`config.mk`:
```
export PLATFORM = sky130hd
export DESIGN_NAME = io_uart_flat
export DESIGN_NICKNAME = d
export VERILOG_FILES = /design/src/rtl/io_uart_pkg.sv /design/src/rtl/io_uart_if.sv /design/src/rtl/io_uart_rx.sv /design/src/rtl/io_uart.sv /design/src/flat_wrapper.sv
export SDC_FILE = /design/constraint.sdc
export NUM_CORES = 1
export LEC_CHECK = 0
export ABC_AREA = 1
export CAP_MARGIN = 30
export CORE_MARGIN = 2
export CORE_UTILIZATION = 45
export CTS_CLUSTER_DIAMETER = 200
export DETAILED_ROUTE_END_ITERATION = 8
export MAX_ROUTING_LAYER = met4
export PLACE_DENSITY = 0.74
export SYNTH_ARGS = -nofsm -noshare
export SYNTH_HDL_FRONTEND = slang
export SYNTH_SLANG_ARGS = --single-unit
```
`constraint.sdc`:
```
create_clock -name CLK -period 7 [get_ports CLK]
set_clock_uncertainty 0.15 [all_clocks]
set_input_delay 0.7 -clock CLK [delete_from_list [all_inputs] [get_ports CLK]]
set_output_delay 0.7 -clock CLK [all_outputs]
set_load 0.02 [all_outputs]
```
`src/rtl/io_uart_pkg.sv`:
```
// Shared constants and types for the memory-mapped UART: register offsets,
// status bit positions, FSM state types and the divisor clamp helper.
package io_uart_pkg;

    // Word offsets within the 16-byte I/O window (ADDR[3:2])
    localparam logic [1:0] REG_STAT = 2'd0;
    localparam logic [1:0] REG_DATA = 2'd1;
    localparam logic [1:0] REG_DIV  = 2'd2;
    localparam logic [1:0] REG_CTRL = 2'd3;

    // STAT register bit positions
    localparam int STAT_TXBUSY  = 0;
    localparam int STAT_RXVALID = 1;
    localparam int STAT_OVR     = 2;
    localparam int STAT_FERR    = 3;

    // Start + 8 data + stop
    localparam int FRAME_BITS = 10;

    // Smallest usable divisor: the receiver needs div/2 >= 1 for its start recheck
    localparam logic [15:0] DIV_MIN = 16'd2;

    typedef enum logic [1:0] {
        TX_IDLE,
        TX_START,
        TX_DATA,
        TX_STOP
    } tx_state_t;

    typedef enum logic [1:0] {
        RX_IDLE,
        RX_START,
        RX_DATA,
        RX_STOP
    } rx_state_t;

    function automatic logic [15:0] clamp_div(input logic [15:0] d);
        return (d < DIV_MIN) ? DIV_MIN : d;
    endfunction

endpackage

```
`src/rtl/io_uart_if.sv`:
```
// CPU-side register bus of the UART: select, strobes, address, byte enables
// and data in both directions.
interface io_uart_if;
    logic        CS;
    logic        RD;
    logic        WR;
    logic [3:0]  ADDR;
    logic [3:0]  BE;
    logic [31:0] DATAI;
    logic [31:0] DATAO;

    modport master (output CS, RD, WR, ADDR, BE, DATAI, input DATAO);
    modport slave  (input CS, RD, WR, ADDR, BE, DATAI, output DATAO);
endinterface

```
`src/rtl/io_uart_rx.sv`:
```
// UART receiver: 2-flop synchronizer, baud counter and RX FSM. Emits a
// one-cycle done or framing-error strobe; the byte is held on rx_data.
module io_uart_rx
    import io_uart_pkg::*;
(
    input  logic        CLK,
    input  logic        RES,
    input  logic        rxd,
    input  logic [15:0] div,
    output logic        rx_done,
    output logic        rx_ferr,
    output logic [7:0]  rx_data
);
    logic        sync1_reg, sync2_reg;
    rx_state_t   state_reg, state_next;
    logic [15:0] cnt_reg, cnt_next;
    logic [15:0] bdiv_reg, bdiv_next;
    logic [2:0]  bit_reg, bit_next;
    logic [7:0]  shift_reg, shift_next;
    logic        brk_reg, brk_next;
    logic [15:0] tgt;
    logic        tick;

    // Start-bit recheck uses half a bit period, every later sample a full one
    assign tgt  = (state_reg == RX_START) ? {1'b0, bdiv_reg[15:1]} : bdiv_reg;
    assign tick = (cnt_reg == tgt - 16'd1);

    // Synchronizer; resets to the idle (high) level so reset never fakes a start
    always_ff @(posedge CLK) begin
        if (RES) begin
            sync1_reg <= 1'b1;
            sync2_reg <= 1'b1;
        end else begin
            sync1_reg <= rxd;
            sync2_reg <= sync1_reg;
        end
    end

    // State register
    always_ff @(posedge CLK) begin
        if (RES) begin
            state_reg <= RX_IDLE;
            cnt_reg   <= 16'd0;
            bdiv_reg  <= 16'd0;
            bit_reg   <= 3'd0;
            shift_reg <= 8'd0;
            brk_reg   <= 1'b0;
        end else begin
            state_reg <= state_next;
            cnt_reg   <= cnt_next;
            bdiv_reg  <= bdiv_next;
            bit_reg   <= bit_next;
            shift_reg <= shift_next;
            brk_reg   <= brk_next;
        end
    end

    // Next-state logic; the bit period is re-latched at every sample point
    always_comb begin
        state_next = state_reg;
        cnt_next   = cnt_reg;
        bdiv_next  = bdiv_reg;
        bit_next   = bit_reg;
        shift_next = shift_reg;
        brk_next   = brk_reg;
        if (state_reg != RX_IDLE && !brk_reg) begin
            cnt_next = tick ? 16'd0 : cnt_reg + 16'd1;
        end
        case (state_reg)
            RX_IDLE: begin
                if (!sync2_reg) begin
                    state_next = RX_START;
                    cnt_next   = 16'd0;
                    bdiv_next  = div;
                end
            end
            RX_START: begin
                if (tick) begin
                    if (sync2_reg) begin
                        state_next = RX_IDLE;
                    end else begin
                        state_next = RX_DATA;
                        bit_next   = 3'd0;
                        bdiv_next  = div;
                    end
                end
            end
            RX_DATA: begin
                if (tick) begin
                    shift_next = {sync2_reg, shift_reg[7:1]};
                    bit_next   = bit_reg + 3'd1;
                    bdiv_next  = div;
                    if (bit_reg == 3'd7) begin
                        state_next = RX_STOP;
                    end
                end
            end
            default: begin
                // After a bad stop bit, park here until the line idles high
                if (brk_reg) begin
                    if (sync2_reg) begin
                        state_next = RX_IDLE;
                        brk_next   = 1'b0;
                    end
                end else if (tick) begin
                    if (sync2_reg) begin
                        state_next = RX_IDLE;
                    end else begin
                        brk_next = 1'b1;
                    end
                end
            end
        endcase
    end

    // Completion strobes at the stop-bit sample
    always_comb begin
        rx_done = 1'b0;
        rx_ferr = 1'b0;
        if (state_reg == RX_STOP && !brk_reg && tick) begin
            rx_done = sync2_reg;
            rx_ferr = !sync2_reg;
        end
    end

    assign rx_data = shift_reg;

endmodule

```
`src/rtl/io_uart.sv`:
```
// Memory-mapped UART: register decode (STAT/DATA/DIV/CTRL), transmitter
// FSM and the status flags fed by the io_uart_rx receiver.
module io_uart
    import io_uart_pkg::*;
#(
    parameter int BAUD_DIV = 868
) (
    input  logic        CLK,
    input  logic        RES,
    io_uart_if.slave    bus,
    input  logic        UART_RXD,
    output logic        UART_TXD,
    output logic        FINISH_REQ,
    output logic [3:0]  DEBUG
);
    localparam logic [15:0] DIV_RESET = 16'(BAUD_DIV);

    logic [1:0]  reg_sel;
    logic        rd_data, wr_stat, wr_data, wr_div, wr_ctrl;
    logic [15:0] div_reg, div_merged, div_eff;
    logic [7:0]  rxbyte_reg;
    logic        rxvalid_reg, ovr_reg, ferr_reg, finish_reg;
    logic        rx_done, rx_ferr;
    logic [7:0]  rx_data;

    tx_state_t             tx_state_reg, tx_state_next;
    logic [15:0]           tx_cnt_reg, tx_cnt_next;
    logic [15:0]           tx_bdiv_reg, tx_bdiv_next;
    logic [2:0]            tx_bit_reg, tx_bit_next;
    logic [FRAME_BITS-1:0] tx_frame_reg, tx_frame_next;
    logic                  tx_tick, txbusy;

    logic unused_bus_bits;
    assign unused_bus_bits = ^{bus.ADDR[1:0], bus.BE[3:2], bus.DATAI[31:16]};

    // Bus decode
    assign reg_sel = bus.ADDR[3:2];
    assign rd_data = bus.CS && bus.RD && (reg_sel == REG_DATA);
    assign wr_stat = bus.CS && bus.WR && (reg_sel == REG_STAT) && bus.BE[0];
    assign wr_data = bus.CS && bus.WR && (reg_sel == REG_DATA) && bus.BE[0];
    assign wr_div  = bus.CS && bus.WR && (reg_sel == REG_DIV);
    assign wr_ctrl = bus.CS && bus.WR && (reg_sel == REG_CTRL) && bus.BE[0] && bus.DATAI[0];

    // Per-byte merge of a DIV write
    for (genvar gi = 0; gi < 2; gi++) begin : g_div_byte
        assign div_merged[gi*8 +: 8] = bus.BE[gi] ? bus.DATAI[gi*8 +: 8] : div_reg[gi*8 +: 8];
    end

    // Divisor as it will be after this edge; bit boundaries latch this value
    assign div_eff = wr_div ? clamp_div(div_merged) : div_reg;

    // Divisor and finish-request registers
    always_ff @(posedge CLK) begin
        if (RES) begin
            div_reg    <= DIV_RESET;
            finish_reg <= 1'b0;
        end else begin
            div_reg    <= div_eff;
            finish_reg <= wr_ctrl;
        end
    end

    // RX status flags; completion takes priority over read-clear and W1C
    always_ff @(posedge CLK) begin
        if (RES) begin
            rxbyte_reg  <= 8'd0;
            rxvalid_reg <= 1'b0;
            ovr_reg     <= 1'b0;
            ferr_reg    <= 1'b0;
        end else begin
            if (wr_stat && bus.DATAI[STAT_OVR]) ovr_reg <= 1'b0;
            if (wr_stat && bus.DATAI[STAT_FERR]) ferr_reg <= 1'b0;
            if (rd_data) rxvalid_reg <= 1'b0;
            if (rx_done) begin
                rxbyte_reg  <= rx_data;
                rxvalid_reg <= 1'b1;
                if (rxvalid_reg) ovr_reg <= 1'b1;
            end
            if (rx_ferr) ferr_reg <= 1'b1;
        end
    end

    // Read mux
    always_comb begin
        bus.DATAO = 32'h0;
        case (reg_sel)
            REG_STAT: begin
                bus.DATAO[STAT_TXBUSY]  = txbusy;
                bus.DATAO[STAT_RXVALID] = rxvalid_reg;
                bus.DATAO[STAT_OVR]     = ovr_reg;
                bus.DATAO[STAT_FERR]    = ferr_reg;
            end
            REG_DATA: bus.DATAO[7:0]  = rxbyte_reg;
            REG_DIV:  bus.DATAO[15:0] = div_reg;
            default:  bus.DATAO = 32'h0;
        endcase
    end

    assign tx_tick = (tx_cnt_reg == tx_bdiv_reg - 16'd1);

    // TX state register
    always_ff @(posedge CLK) begin
        if (RES) begin
            tx_state_reg <= TX_IDLE;
            tx_cnt_reg   <= 16'd0;
            tx_bdiv_reg  <= 16'd0;
            tx_bit_reg   <= 3'd0;
            tx_frame_reg <= '1;
        end else begin
            tx_state_reg <= tx_state_next;
            tx_cnt_reg   <= tx_cnt_next;
            tx_bdiv_reg  <= tx_bdiv_next;
            tx_bit_reg   <= tx_bit_next;
            tx_frame_reg <= tx_frame_next;
        end
    end

    // TX next state; the whole frame is shifted out LSB first, one bit per period
    always_comb begin
        tx_state_next = tx_state_reg;
        tx_cnt_next   = tx_cnt_reg;
        tx_bdiv_next  = tx_bdiv_reg;
        tx_bit_next   = tx_bit_reg;
        tx_frame_next = tx_frame_reg;
        case (tx_state_reg)
            TX_IDLE: begin
                if (wr_data) begin
                    tx_state_next = TX_START;
                    tx_cnt_next   = 16'd0;
                    tx_bdiv_next  = div_eff;
                    tx_frame_next = {1'b1, bus.DATAI[7:0], 1'b0};
                end
            end
            default: begin
                tx_cnt_next = tx_tick ? 16'd0 : tx_cnt_reg + 16'd1;
                if (tx_tick) begin
                    tx_frame_next = {1'b1, tx_frame_reg[FRAME_BITS-1:1]};
                    tx_bdiv_next  = div_eff;
                    case (tx_state_reg)
                        TX_START: begin
                            tx_state_next = TX_DATA;
                            tx_bit_next   = 3'd0;
                        end
                        TX_DATA: begin
                            tx_bit_next = tx_bit_reg + 3'd1;
                            if (tx_bit_reg == 3'd7) tx_state_next = TX_STOP;
                        end
                        default: tx_state_next = TX_IDLE;
                    endcase
                end
            end
        endcase
    end

    // TX outputs
    always_comb begin
        txbusy   = (tx_state_reg != TX_IDLE);
        UART_TXD = txbusy ? tx_frame_reg[0] : 1'b1;
    end

    assign FINISH_REQ = finish_reg;
    assign DEBUG      = {txbusy, rxvalid_reg, ovr_reg, ferr_reg};

    io_uart_rx u_rx (
        .CLK     (CLK),
        .RES     (RES),
        .rxd     (UART_RXD),
        .div     (div_eff),
        .rx_done (rx_done),
        .rx_ferr (rx_ferr),
        .rx_data (rx_data)
    );

endmodule
```
`src/flat_wrapper.sv`:
```
// flat-port wrapper written by rule: the top's interface ports become plain ports
module io_uart_flat import io_uart_pkg::*;
#(
    parameter int BAUD_DIV = 868
)
  (CLK, RES, UART_RXD, UART_TXD, FINISH_REQ, DEBUG, bus_CS, bus_RD, bus_WR, bus_ADDR, bus_BE, bus_DATAI, bus_DATAO);
  io_uart_if bus_i ();
  input  logic CLK;
  input  logic RES;
  input  logic UART_RXD;
  output logic UART_TXD;
  output logic FINISH_REQ;
  output logic [3:0] DEBUG;
  input wire logic [$bits(bus_i.CS)-1:0] bus_CS;
  input wire logic [$bits(bus_i.RD)-1:0] bus_RD;
  input wire logic [$bits(bus_i.WR)-1:0] bus_WR;
  input wire logic [$bits(bus_i.ADDR)-1:0] bus_ADDR;
  input wire logic [$bits(bus_i.BE)-1:0] bus_BE;
  input wire logic [$bits(bus_i.DATAI)-1:0] bus_DATAI;
  output wire logic [$bits(bus_i.DATAO)-1:0] bus_DATAO;
  assign bus_i.CS = bus_CS;
  assign bus_i.RD = bus_RD;
  assign bus_i.WR = bus_WR;
  assign bus_i.ADDR = bus_ADDR;
  assign bus_i.BE = bus_BE;
  assign bus_i.DATAI = bus_DATAI;
  assign bus_DATAO = bus_i.DATAO;
  io_uart #(.BAUD_DIV(BAUD_DIV)) u_core (.CLK(CLK), .RES(RES), .bus(bus_i), .UART_RXD(UART_RXD), .UART_TXD(UART_TXD), .FINISH_REQ(FINISH_REQ), .DEBUG(DEBUG));
endmodule
```
**Yosys cells after proc, flatten, opt, wreduce, memory -nomap -nowiden**

Cells that the tools add are included.

- Add/sub/neg operators: 6
- Magnitude comparators: 1
- Eq/ne operators: 19
- Multiplexer cells: 57
- Bitwise logic cells: 1
- Reductions and logical operators: 38

Operators with widths:

| kind | count |
|---|---|
| $mux 16 | 16 |
| $pmux 16 s3 | 1 |
| $add 16x1->16 const B | 2 |
| $eq 16x16->1 | 2 |
| $sub 16x1->16 const B | 2 |
| $mux 10 | 3 |
| $mux 2 | 12 |
| $mux 8 | 3 |
| $logic_and 1x1->1 | 16 |
| $lt 16x2->1 const B | 1 |
| $reduce_bool 2->1 | 7 |
| $mux 1 | 13 |
| $pmux 3 s2 | 2 |
| $pmux 4 s3 | 1 |
| $eq 2x2->1 const B | 5 |
| $ne 2x2->1 const B | 5 |
| $mux 3 | 3 |
| $reduce_and 3->1 | 3 |
| $pmux 4 s2 | 1 |
| $add 3x1->3 const B | 2 |
| $eq 2x1->1 const B | 3 |
| $eq 3x3->1 const B | 2 |
| $logic_not 2->1 | 3 |
| $pmux 2 s3 | 1 |
| other kinds (10) | 13 |

- Bits in registers: 123
- Input port bits: 46
- Output and inout bits: 38

**Longest topological paths before layout**

Gate-level depths: netlist of the first run.

- Depth in word-level cells: 8
- Gate-level depth with buffers: 22
- Gate-level depth less buffers: 20

**By module**

A second synthesis of the first run with hierarchy kept.

- Cell total of the unflattened synthesis: 1250
- Area, all modules: 7833.8 sq um

By module, submodules not included:

| module | instances | cells an instance | area an instance (sq um) | seq. area each (sq um) |
|---|---|---|---|---|
| io_uart | 1 | 730 | 4665.7 | 1481.4 |
| io_uart_rx | 1 | 520 | 3168.0 | 960.9 |

**Least setup slack after synthesis of the first run**

No wires, ideal clock.

- Path type: in2out
- Start point: in bus_ADDR[2]
- End point: out bus_DATAO[5]
- Arrival: 1.830 ns
- Required time: 6.150 ns
- Slack: 4.320 ns
- Cell stages on the path: 6
- Path buffers: 2
- Path through: inv_1 -> ha_1 -> clkbuf_1 -> clkbuf_1 -> nand2_1 -> a21oi_1

- Word-level cells in the longest chain between the ends: 2
- Elaborated cells between the ends (all ways): 3
- Those cells by class: eq/ne: 2; mux: 1

RTL lines:

| element | line | text |
|---|---|---|
| start: declaration | flat_wrapper.sv:17 | `input wire logic [$bits(bus_i.ADDR)-1:0] bus_ADDR;` |
| $eq 2x2->1 or $eq 2x1->1 (tied branches) | io_uart.sv:86 | `case (reg_sel)` |
| $pmux 4 s2 * | io_uart.sv:86 |  |
| end: declaration | flat_wrapper.sv:20 | `output wire logic [$bits(bus_i.DATAO)-1:0] bus_DATAO;` |

Every way passes the cells marked *; elsewhere a longest branch is shown, timed or not.

**Final worst setup path of the first run**

- Start point: in bus_ADDR[2]
- End point: out bus_DATAO[0]

- Word-level cells in the longest chain between the ends: 2
- Elaborated cells between the ends (all ways): 4
- Those cells by class: eq/ne: 2; mux: 1; reduce/logical: 1

RTL lines:

| element | line |
|---|---|
| $eq 2x2->1 (tied with other cells) | io_uart.sv:86 |
| $pmux 4 s3 * | io_uart.sv:86 |

Marks and branches as above.

==> results.json, run 1 <==
{
  "status": "finished, final reports clean",
  "yosys.area_share.simple_pct": 38.7,
  "grt_usage_pct": 20.9,
  "tightestPinTransition_ns": 0.965,
  "met2_usage_pct": 33.6,
  "clk_latency_ns": 0.42,
  "post_cts_buffers": 0,
  "hold_buffers": 0,
  "yosysUniqueCellTypes": 46,
  "numPortBuffers": 47,
  "clock-sinks": 122,
  "place_congestion": 0.916,
  "cts_tree": "built",
  "synth_compound_area_share_pct": 9.65,
  "synth_fa_ha_area_share_pct": 2.42,
  "die_area_um2": 18300,
  "start_kind": "primary input",
  "critical_path_arrival_ns": 2.86,
  "rows": 48,
  "final_layout_size_suffix_gt1_share_pct": 9.65,
  "crit_start": "bus_ADDR[2]",
  "whs_ns": 0.269,
  "wl_um": 17600,
  "drc": 0,
  "drt_iter0_drc": 485,
  "synth.mux.area_fraction_pct": 0,
  "ys_seq_elements": 122,
  "busiest_layer": "met2",
  "worstSetupPathType": "primary input to output pin",
  "hold_start": "u_core.u_rx.sync1_reg$_SDFF_PP1_",
  "syn-mean-instance-area_um2": 6.42,
  "use_met1_pct": 26.9,
  "synth_top_area_share_pct": 31.4,
  "dpl.hpwl_um": 12700,
  "syn_area_um2": 7770,
  "dr.pass1.iters": 5,
  "rsz0062_at_grt": "false",
  "grtUsageMet3_pct": 4.00,
  "cp-end-kind": "output pin",
  "grt_overflow": 0,
  "drtAntennaViolNets": 0,
  "syn_to_final_growth_pct": 13.8,
  "hold_path.class": "register to register",
  "fin_crit_sh_pct": 53.1,
  "cts-root-buf": "clkbuf_16",
  "io_pins": 84,
  "fin_nets": 1292,
  "synth_edf_count": 0,
  "yosysWarnings": 0,
  "drv_cap": 0,
  "antenna_found_initial": 0,
  "fillerInstances": 1690,
  "cts-resized-gates": 0,
  "clk_path_buf_depth": 2,
  "clk_pin_slew_ns": 0.06,
  "wl_per_cell_um": 12.0,
  "dieHeight_um": 135,
  "synth_top_family_by_area": "simple AND/OR/NAND/NOR gates",
  "final_max_slew_viol_count": 0,
  "setup_tns_ns": 0,
  "cp_max_fo": 17,
  "grt_pass1_vias": 6691,
  "relSlewSlack_pct": 35.4,
  "critPathRequiredTime_ns": 6.15,
  "grt_pass1_wl_um": 30500,
  "die_w_um": 135,
  "vdd_drop_max_mv": 0.211,
  "cts_buffers": 17,
  "powerDensity_nw_per_um2": 418,
  "synth_xor_area_share_pct": 5.41,
  "async_flop_share_pct": 0,
  "grt_max_degree": 41,
  "synth_cells": 1210,
  "power.leakage_nw": 4.16,
  "synth_top_area_cell": "dfxtp_1",
  "synth_area_leaders": "dfxtp_1 31%, nand2_1 16%, nand3_1 6.8%",
  "hold_viol": 0,
  "seq_area_frac_synth_pct": 31.4,
  "diodes": 0,
  "drt-vias-per-instance": 4.94,
  "h-tree-depth": 4,
  "synth_ff_type": "dfxtp_1",
  "setup_viol": 0,
  "reg2reg_from": "u_core.u_rx.state_reg[1]$_SDFFE_PP0P_",
  "via_count": 7256,
  "start_util_pct": 45.5,
  "coreArea_um2": 17100,
  "period_needed_ns": 3.71,
  "fmax_ghz": 0.269
}
## layer usage
layer | vias to the layer above | share of wire (%)
li1 | 3802 | -
met3 | 28 | 4.0
met5 | - | 0
met1 | 3264 | 49
met4 | 0 | 1.8
met2 | 162 | 46
## final cells by class
class                      count  area, µm²  share of cell area (%)
clock inverter                15        188                    2.12
timing repair buffer          51        500                    5.66
tap                          225        282                    3.19
clock buffer                  17        425                    4.81
multi-input combinational    888       4430                    50.1
inverter                     151        573                    6.48
sequential                   122       2440                    27.6
## power by group
group / leakage [nW] / switching [W] / total, W / internal (W)
Clock: 0.291 / 0.000353 / 0.000918 / 0.000566
Combinational: 2.88 / 0.00123 / 0.00186 / 0.000635
Sequential: 0.992 / 0.000104 / 0.000914 / 0.000810
Total: 4.16 / 0.00168 / 0.00369 / 0.00201
## layout by cell type (no fill, tap or decap), drive strengths merged, types with 13 or more instances in the layout
| master | n |
|---|---|
| dfxtp | 122 |
| o21ai | 68 |
| ha | 15 |
| xnor2 | 13 |
| a21oi | 58 |
| conb | 16 |
| nand4 | 14 |
| nand3 | 113 |
| xor2 | 35 |
| inv | 152 |
| clkdlybuf4s50 | 47 |
| clkbuf | 17 |
| nor2 | 157 |
| nand2 | 358 |
## critical path, stage by stage
cell             delay [ns]
clkdlybuf4s50_1        0.47
inv_1                  0.11
ha_1                   0.60
nand2_1                0.16
a31oi_1                0.20
clkdlybuf4s50_1        0.63
## through the flow
step                worst slack [ns]  area (µm²)  utilization (%)  instances  total power [W]
finish                          3.29        8840             51.8       1469          0.00369
global route                    3.06        8840             51.8       1469          0.00401
CTS                             3.28        8840             51.8       1469          0.00370
detailed placement              3.30        8230             48.2       1437          0.00276
global placement                3.30        8230             48.2       1437          0.00273
floorplan                       4.32        7820                -       1225          0.00247
## kinds of logic (layout without fill, tap and decap cells)
kind of cell | count (synthesis) | count (layout)
compound gates | 135 | 135
simple gates | 674 | 674
fa+ha+maj | 15 | 15
flops | 122 | 122
other cells | 1 | 16
buf+inv | 215 | 234
xor+xnor | 48 | 48
## path summary, 6_finish.rpt
kind / endpoint / slack [ns] / cells after the start
worst min-delay path: u_core.u_rx.sync2_reg$_SDFF_PP1_ / 0.27 / 1
worst min register to register: u_core.u_rx.sync2_reg$_SDFF_PP1_ / 0.27 / 1
worst max-delay path: bus_DATAO[0] / 3.29 / 6
worst max register to register: u_core.u_rx.state_reg[0]$_SDFFE_PP0P_ / 3.39 / 17
## synth_stat cells (3+ instances only)
cell and count:
inv_1 134, nand2_1 336, dfxtp_1 122, nor4_1 5, nand2_4 4, a21oi_2 6, a21oi_1 52, nor2_1 140
inv_2 11, nand3_2 4, o21ai_0 52, nand3b_1 4, nand2_2 18, buf_4 24, xnor2_1 13, buf_6 6
clkinv_2 3, nor3_1 10, or2_2 10, nand4_1 14, o21ai_1 13, buf_2 7, ha_1 15, nand3_4 4
nor2_4 5, xor2_1 35, nor2_2 11, clkbuf_1 25, nand3_1 105
Power figures use the tool's default switching activity.
==> run 2, diff against run 1 <==
--- a/config.mk
+++ b/config.mk
@@ -12,7 +12,7 @@
 export CTS_CLUSTER_DIAMETER = 200
 export DETAILED_ROUTE_END_ITERATION = 8
 export MAX_ROUTING_LAYER = met4
-export PLACE_DENSITY = 0.74
+export PLACE_DENSITY = 0.76
 export SYNTH_ARGS = -nofsm -noshare
 export SYNTH_HDL_FRONTEND = slang
 export SYNTH_SLANG_ARGS = --single-unit
==> constraint.sdc (replaced) <==
create_clock -name CLK -period 3 [get_ports CLK]
set_clock_uncertainty 0.15 [all_clocks]
set_input_delay 0.3 -clock CLK [delete_from_list [all_inputs] [get_ports CLK]]
set_output_delay 0.3 -clock CLK [all_outputs]
set_load 0.02 [all_outputs]
==> results.json, run 2 (synthesis results as in run 1) <==
{
  "powerDensity_nw_per_um2": 980,
  "relSlewSlack_pct": 61.5,
  "clock-sinks": 122,
  "setup_viol": 0,
  "io_pins": 84,
  "cpMostUsedCell": "nand2_1",
  "numPortBuffers": 47,
  "drc": 0,
  "drt_iter0_drc": 427,
  "fmax_ghz": 0.354,
  "endpoint": "u_core.u_rx.bdiv_reg[0]$_SDFFE_PP0P_",
  "drv_cap": 0,
  "die_area_um2": 18300,
  "dieHeight_um": 135,
  "path_buf_inv": 4,
  "rsz0062_at_grt": "true",
  "final_common_cell": "nand2_1",
  "r2r_end": "u_core.u_rx.bdiv_reg[0]$_SDFFE_PP0P_",
  "fin_ws_ns": 0.174,
  "drt-vias-per-instance": 4.95,
  "cp_top_family": "simple AND/OR/NAND/NOR gates",
  "clk_path_buf_depth": 2,
  "final_max_slew_viol_count": 0,
  "cp_slowest_stage_delay_ns": 0.39,
  "crit_slowest_cell": "dfxtp_4",
  "clk_pin_slew_ns": 0.06,
  "cp.depth": 20,
  "power.leakage_nw": 4.30,
  "reg2reg_from": "u_core.u_rx.state_reg[1]$_SDFFE_PP0P_",
  "diodes": 0,
  "cts-root-buf": "clkbuf_16",
  "place_inst": 1458,
  "tightestPinTransition_ns": 0.576,
  "via_count": 7395,
  "critical_path_arrival_ns": 3.00,
  "dr.pass1.iters": 5,
  "clk_latency_ns": 0.43,
  "layout_common_cells": "336 x nand2_1, 138 x nor2_1, 134 x inv_1, 120 x dfxtp_1, 105 x nand3_1",
  "drtAntennaViolNets": 0,
  "hold_buffers": 0,
  "worstSetupPathType": "register to register",
  "cp-end-kind": "register",
  "wl_per_cell_um": 12.1,
  "status": "finished, final reports clean",
  "grt_pass1_vias": 6885,
  "dpl.hpwl_um": 13100,
  "grt_max_degree": 55,
  "start_kind": "register",
  "fin_nets": 1316,
  "hold_viol": 0,
  "wl_um": 18100,
  "final_layout_size_suffix_gt1_share_pct": 11.7,
  "cts_tree": "built",
  "hold_path.class": "register to register",
  "grt_pass1_wl_um": 30700,
  "syn_to_final_growth_pct": 16.8,
  "critPathRequiredTime_ns": 3.17,
  "die_w_um": 135,
  "fin_crit_sh_pct": 94.2,
  "h-tree-depth": 4,
  "grt_overflow": 0,
  "cts_buffers": 17,
  "grt_usage_pct": 20.9,
  "rr_worst_depth": 20,
  "final_cells": 1493,
  "vdd_drop_max_mv": 0.528,
  "dp_slack_ns": -0.0129,
  "crit_start": "u_core.u_rx.state_reg[1]$_SDFFE_PP0P_",
  "rows": 48,
  "place_congestion": 0.919,
  "period_needed_ns": 2.83,
  "coreArea_um2": 17100,
  "worstPathCellList": "clkinv_4 > nand2_4 > nand2_2 > nand2_4 > ha_4 > nand3_2 > nor2_4 > nand2_1 > nand2_1 > nand2_1 > clkinv_1 > nand2_1 > nor2_2 > nand3_4 > o21bai_4 > buf_4 > clkbuf_16 > nand3_1 > nand2_1 > nor2_1",
  "cp_max_fo": 17,
  "r2r_slack_ns": 0.17,
  "antenna_found_initial": 0,
  "start_util_pct": 45.5
}
-- run 2: cell count changes in the layout (fill, tap and decap cells not counted), sizes merged --
| cell | delta |
|---|---|
| buf | +23 |
| bufinv | -1 |
| clkbuf | +3 |
| clkinv | +5 |
| clkinvlp | -2 |
| inv | -4 |
-- run 2: repair_timing --
item	4_1_cts	5_1_grt
endpoints found under the hold margin	0	0
setup endpoints to repair	3	53
setup buffers	0	2
pin swaps	0	5
cloned	0	1
resized for setup	1	16
-- run 2: area by class of cell --
cell class	instances	area, µm²
Timing Repair Buffer	75	743
Inverter	151	586
Sequential cell	122	2450
Tap cell	225	282
Multi-Input combinational cell	888	4450
Fill cell	1690	7980
Clock buffer	19	433
Clock inverter	13	129
-- run 2: layer usage --
metal | routed length, µm | vias up | track usage (%) | share of wire (%)
met2 | 8690 | 132 | 35.3 | 48
met4 | 293 | 0 | 7.12 | 1.6
li1 | - | 3847 | - | -
met1 | 8480 | 3389 | 25.6 | 47
met3 | 656 | 27 | 3.33 | 3.6
met5 | 0 | - | - | 0
-- run 2: worst min path at each step --
stage,end,cells past startpoint,startpoint,slack [ns]
2_1_floorplan,u_core.u_rx.sync2_reg$_SDFF_PP1_,1,u_core.u_rx.sync1_reg$_SDFF_PP1_,0.24
3_3_place_gp,u_core.u_rx.sync2_reg$_SDFF_PP1_,1,u_core.u_rx.sync1_reg$_SDFF_PP1_,0.25
3_5_place_dp,u_core.u_rx.sync2_reg$_SDFF_PP1_,1,u_core.u_rx.sync1_reg$_SDFF_PP1_,0.25
4_1_cts,u_core.u_rx.sync2_reg$_SDFF_PP1_,1,u_core.u_rx.sync1_reg$_SDFF_PP1_,0.27
5_1_grt,u_core.u_rx.sync2_reg$_SDFF_PP1_,1,u_core.u_rx.sync1_reg$_SDFF_PP1_,0.27
6_report,u_core.u_rx.sync2_reg$_SDFF_PP1_,1,u_core.u_rx.sync1_reg$_SDFF_PP1_,0.27
-- run 2: per-stage QoR --
step	total power, W	hold WS (ns)	cell area (µm²)	utilization, %	TNS, ns
after CTS	0.00871	0.270	8980	52.7	0
after global placement	0.00658	0.246	8420	49.4	0
after detailed placement	0.00668	0.248	8420	49.4	-0.0129
after floorplan	0.00577	0.239	7820	-	0
final	0.00889	0.265	9070	53.2	0
after global routing	0.00959	0.272	9070	53.2	-0.107
-- run 2: report_power, final --
| part | internal (W) | switching, W | leakage, nW | total [W] |
|---|---|---|---|---|
| logic | 0.00179 | 0.00298 | 3.02 | 0.00476 |
| clock network | 0.00121 | 0.000767 | 0.280 | 0.00198 |
| registers | 0.00190 | 0.000251 | 0.993 | 0.00215 |
